**src/rtl/vector_mem_unit.sv**
```systemverilog
// Vector load/store sequencer: moves one LANES x WORD_W vector between the register file
// and word-wide data memory, one lane per memory handshake, for VLD and VST.
module vector_mem_unit #(
    parameter int LANES  = 16,
    parameter int WORD_W = 16,
    parameter int ADDR_W = 16
) (
    input  logic                      clk,
    input  logic                      rst,
    input  logic                      start,
    input  logic [3:0]                opcode,
    input  logic [ADDR_W-1:0]         base_addr,
    input  logic [LANES*WORD_W-1:0]   st_vec,
    output logic                      mem_req,
    output logic                      mem_we,
    output logic [ADDR_W-1:0]         mem_addr,
    output logic [WORD_W-1:0]         mem_wdata,
    input  logic                      mem_ack,
    input  logic [WORD_W-1:0]         mem_rdata,
    output logic                      busy,
    output logic                      done,
    output logic [LANES*WORD_W-1:0]   ld_vec
);

    localparam int VW    = LANES * WORD_W;
    localparam int IDX_W = $clog2(LANES);

    localparam logic [3:0]       OP_VLD   = 4'b0100;
    localparam logic [3:0]       OP_VST   = 4'b0101;
    localparam logic [IDX_W-1:0] LAST_IDX = IDX_W'(LANES - 1);

    typedef enum logic [1:0] {
        S_IDLE,
        S_REQ,
        S_DONE
    } state_t;

    state_t              state_q;
    logic [IDX_W-1:0]    idx_q;
    logic [ADDR_W-1:0]   base_q;
    logic [VW-1:0]       st_vec_q;
    logic [VW-1:0]       ld_buf_q;
    logic                mem_req_q;
    logic                mem_we_q;
    logic [ADDR_W-1:0]   mem_addr_q;
    logic [WORD_W-1:0]   mem_wdata_q;
    logic                busy_q;
    logic                done_q;
    logic [VW-1:0]       ld_vec_q;

    logic [IDX_W-1:0]    idx_d;
    logic [ADDR_W-1:0]   mem_addr_d;
    logic [WORD_W-1:0]   mem_wdata_d;
    logic [VW-1:0]       ld_buf_d;
    logic                op_valid;

    assign op_valid = (opcode == OP_VLD) || (opcode == OP_VST);

    // Next-lane request and the load buffer with the current lane merged in; the merged
    // copy lets the final lane reach ld_vec on the same edge that enters DONE.
    always_comb begin
        idx_d       = idx_q + 1'b1;
        mem_addr_d  = base_q + ADDR_W'(idx_d);
        mem_wdata_d = st_vec_q[idx_d*WORD_W +: WORD_W];
        ld_buf_d    = ld_buf_q;
        ld_buf_d[idx_q*WORD_W +: WORD_W] = mem_rdata;
    end

    always_ff @(posedge clk or posedge rst) begin
        if (rst) begin
            state_q     <= S_IDLE;
            idx_q       <= '0;
            base_q      <= '0;
            st_vec_q    <= '0;
            ld_buf_q    <= '0;
            mem_req_q   <= 1'b0;
            mem_we_q    <= 1'b0;
            mem_addr_q  <= '0;
            mem_wdata_q <= '0;
            busy_q      <= 1'b0;
            done_q      <= 1'b0;
            ld_vec_q    <= '0;
        end else begin
            case (state_q)
                S_IDLE: begin
                    if (start && op_valid) begin
                        base_q      <= base_addr;
                        st_vec_q    <= st_vec;
                        idx_q       <= '0;
                        mem_req_q   <= 1'b1;
                        mem_we_q    <= (opcode == OP_VST);
                        mem_addr_q  <= base_addr;
                        mem_wdata_q <= st_vec[WORD_W-1:0];
                        busy_q      <= 1'b1;
                        state_q     <= S_REQ;
                    end
                end
                S_REQ: begin
                    // mem_we_q doubles as the latched operation type for the whole transfer.
                    if (mem_ack) begin
                        if (!mem_we_q) begin
                            ld_buf_q <= ld_buf_d;
                        end
                        if (idx_q == LAST_IDX) begin
                            if (!mem_we_q) begin
                                ld_vec_q <= ld_buf_d;
                            end
                            mem_req_q <= 1'b0;
                            mem_we_q  <= 1'b0;
                            done_q    <= 1'b1;
                            state_q   <= S_DONE;
                        end else begin
                            idx_q       <= idx_d;
                            mem_addr_q  <= mem_addr_d;
                            mem_wdata_q <= mem_wdata_d;
                        end
                    end
                end
                S_DONE: begin
                    done_q  <= 1'b0;
                    busy_q  <= 1'b0;
                    idx_q   <= '0;
                    state_q <= S_IDLE;
                end
                default: begin
                    state_q <= S_IDLE;
                end
            endcase
        end
    end

    assign mem_req   = mem_req_q;
    assign mem_we    = mem_we_q;
    assign mem_addr  = mem_addr_q;
    assign mem_wdata = mem_wdata_q;
    assign busy      = busy_q;
    assign done      = done_q;
    assign ld_vec    = ld_vec_q;

endmodule

```
**config.mk**
```make
export PLATFORM = sky130hd
export DESIGN_NAME = vector_mem_unit
export DESIGN_NICKNAME = d
export VERILOG_FILES = /design/src/rtl/vector_mem_unit.sv
export SDC_FILE = /design/constraint.sdc
export NUM_CORES = 2
export LEC_CHECK = 0
export CORE_UTILIZATION = 49
export CTS_CLUSTER_SIZE = 16
export DETAILED_ROUTE_END_ITERATION = 10
export MAX_ROUTING_LAYER = met4
export PLACE_DENSITY = 0.77
export SYNTH_ARGS = -nofsm -noshare
export SYNTH_HDL_FRONTEND = slang
export SYNTH_SLANG_ARGS = --single-unit
```
**constraint.sdc**
```tcl
create_clock -name clk -period 28.8 [get_ports clk]
set_clock_uncertainty 0.15 [all_clocks]
set_input_delay 4.32 -clock clk [delete_from_list [all_inputs] [get_ports clk]]
set_output_delay 4.32 -clock clk [all_outputs]
set_load 0.02 [all_outputs]
```
==> results.json <==
{
  "fp-row-count": 99,
  "min_period_ns": 7.62,
  "root_buffer": "clkbuf_16",
  "routed_wl_mm": 106,
  "tightestPinTransition_ns": 1.28,
  "path_buf_inv": 5,
  "ys_seq_elements": 826,
  "hpwl_mm": 72.0,
  "post_synth.cell_area_avg_um2": 10.1,
  "cts_resized": 0,
  "min_period_over_period": 0.265,
  "drt_iter0_drc": 2475,
  "synth_ff_type": "dfrtp_1",
  "worstPathMaxFanout": 168,
  "die-area_um2": 75800,
  "start_kind": "primary input",
  "antenna_found_initial": 7,
  "grt_pass1_wl_mm": 162,
  "routed-wl-met2_mm": 51.1,
  "first_pass_iters": 6,
  "worstPathArrival_ns": 8.11,
  "maxUsedRoutingLayer": "met4",
  "peakVddDrop_v": 0.0000752,
  "start_util": 0.499,
  "seq_power_share": 0.406,
  "netlist.area_leader.share": 0.564,
  "report.final.slew_viol_count": 0,
  "final_layout_size_suffix_gt1_frac": 0.0972,
  "comb_power_share": 0.321,
  "max_cap_violations": 0,
  "ios": 588,
  "synth_edf_count": 0,
  "grt_start_max_net_pins": 307,
  "core_um2": 73500,
  "min_path_type": "reg2reg",
  "dr_total_vias": 28200,
  "wl_met1_mm": 42.1,
  "internal_power_mw": 2.62,
  "crit_type": "in2async",
  "hold_buffers": 0,
  "crit_family": "buffers and inverters",
  "synth_nets": 3932,
  "cts_buffers": 86,
  "netSwitchingFraction": 0.347,
  "place_area_um2": 43000,
  "nets": 4384,
  "grt_use_total": 0.291,
  "drtAntennaViolNets": 0,
  "yosysTopAreaCell": "dfrtp_1",
  "synthArstFlopShare": 1.00,
  "worstPathCellList": "clkdlybuf4s50_1 -> inv_8 -> buf_12 -> buf_4 -> buf_4",
  "place_congestion": 0.913,
  "port_buffers": 587,
  "max_slew_margin": 0.144,
  "cellLeakagePower_nw": 21.5,
  "cp_slowest_cell": "buf_4",
  "ys_warn_count": 0,
  "ys_types": 61,
  "finalHoldViolations": 0,
  "cp.required_ns": 29.29,
  "cts_buffer_depth": 3,
  "final_area_um2": 45800,
  "worst_setup_path_end_kind": "async pin",
  "clk_latency_ns": 0.65,
  "syn_inst": 3628,
  "setup_tns_ns": 0,
  "wl_per_cell_um": 20.8,
  "yosys-top-cells-area": "dfrtp_1 (56%), nand2_1 (14%), mux2i_1 (7.0%), o21ai_0 (6.0%), mux2_2 (3.9%)",
  "finalSetupViolations": 0,
  "met3_length_mm": 7.46,
  "h-tree-depth": 3,
  "fmax_mhz": 131,
  "area_growth_pct": 25.0,
  "drc": 0,
  "fp.dieH_um": 275,
  "slowest_delay_ns": 0.87,
  "rsz0062_at_grt": "false",
  "crit_top_cell": "buf_4",
  "p_switching_mw": 1.39,
  "clkTransAtPathRegs_ns": 0.06,
  "powerDensity_nw_per_um2": 87.7,
  "n_fill_cell": 5886,
  "clock-sinks": 826,
  "status": "finished, final reports clean",
  "seq_area_frac_synth": 0.564,
  "grt_overflow": 0,
  "routed_via_density": 5.51,
  "post_cts_buffers": 0,
  "clock_power_share": 0.273,
  "synthesis.area_um2": 36600,
  "cts_tree": "built",
  "die_width_um": 275,
  "grt_pass1_vias": 27700
}
-- worst paths after layout --
check,end,slack (ns),from,cells after the start
setup / recovery,ld_vec[211],21.18,rst,5
hold / removal,st_vec_q[192],0.32,st_vec_q[192],2
setup reg to reg,mem_wdata[15],23.98,idx_q[0],8
hold reg to reg,st_vec_q[192],0.32,st_vec_q[192],2
max in group clk,ld_vec[86],21.51,mem_ack,7
min in group asynchronous,ld_buf_q[164],4.12,rst,2
-- power by group through the flow --
stage	sequential, mW	combinational (mW)	clock [mW]
finish	1.63	1.29	1.10
global route	1.66	1.41	1.16
CTS	1.62	1.30	1.11
detailed placement	1.64	1.29	0
global placement	1.63	1.26	0
floorplan	1.61	0.890	0
-- cell usage after synthesis (3+ instances only) --
library cell	number
nand3_2	6
mux2_2	128
xor2_1	9
a22oi_1	19
o21ai_1	17
buf_2	58
inv_1	26
a21oi_1	6
and3_1	56
mux4_2	64
ha_1	7
nor2b_1	3
nand2_4	3
and2_1	37
nand2_1	1335
nor2_2	3
nor3_1	8
buf_4	22
nand2b_1	4
dfrtp_1	826
mux2i_1	257
nor2_1	23
a31oi_1	6
nand2_2	3
a211oi_1	4
nand3_1	15
clkbuf_1	182
buf_6	5
o21ai_0	442
nand4_1	10
a22o_1	3
a21o_1	3
-- final cells by class --
type | count | area (um2) | area share
antenna | 8 | 20.0 | 0.000437
clock buffer | 130 | 2510 | 0.0548
clock inverter | 23 | 277 | 0.00604
inverter | 26 | 105 | 0.00230
multi-input combinational | 2508 | 14700 | 0.321
sequential | 826 | 20700 | 0.452
tap | 959 | 1200 | 0.0262
timing repair buffer | 632 | 6280 | 0.137
-- worst min-delay path: stages, from the launching register on --
cell and delay [ns]:
dfrtp_1 0.33, nand2_1 0.05, nand2_1 0.05
-- state kept, by name, summed over array words and instances (netlist names) --
register   cells
mem_addr      16
state_q        2
st_vec_q     256
ld_buf_q     256
mem_we         1
idx_q          4
done           1
base_q        16
mem_req        1
mem_wdata     16
ld_vec       256
busy           1
-- layout by cell type, fill, tap and decap left out, drive strengths merged, types with 4 or more instances in the layout --
| cell | n |
|---|---|
| dfrtp | 826 |
| a21oi | 8 |
| a31oi | 6 |
| mux4 | 64 |
| nor2 | 26 |
| and3 | 56 |
| and2 | 37 |
| buf | 45 |
| mux2 | 128 |
| ha | 7 |
| inv | 31 |
| mux2i | 257 |
| a22oi | 19 |
| diode | 8 |
| nand4 | 11 |
| nor3 | 9 |
| nand3 | 22 |
| clkdlybuf4s50 | 587 |
| nand2b | 5 |
| o21ai | 459 |
| nand2 | 1341 |
| clkbuf | 130 |
| clkinv | 15 |
| xor2 | 10 |
| a211oi | 4 |
-- kinds of logic after synthesis --
logic type               after synthesis  share of synthesized area
AO/OA/AOI/OAI                        519                     0.0762
AND/OR/NAND/NOR                     1520                      0.169
adder cells (fa/ha/maj)                8                    0.00294
multiplexers                         449                      0.149
buffers and inverters                294                     0.0354
XOR/XNOR                              12                    0.00338
flip-flops                           826                      0.564
-- per-stage QoR --
stage | cells | util | setup WS, ns | total power [mW] | hold slack (ns)
2_1_floorplan | 3628 | - | 1.13 | 2.50 | 0.290
3_3_place_gp | 4951 | 0.585 | 20.46 | 2.89 | 0.304
3_5_place_dp | 4951 | 0.585 | 20.44 | 2.93 | 0.307
4_1_cts | 5104 | 0.623 | 21.11 | 4.04 | 0.321
5_1_grt | 5111 | 0.623 | 20.58 | 4.23 | 0.332
6_report | 5112 | 0.623 | 21.18 | 4.01 | 0.317
-- per-layer routing --
| layer | global-route usage | vias up |
|---|---|---|
| li1 | - | 13000 |
| met5 | - | - |
| met3 | 0.0548 | 274 |
| met1 | 0.362 | 13800 |
| met2 | 0.456 | 1111 |
| met4 | 0.143 | 0 |
No activity file was read; power rests on OpenSTA's default activity.
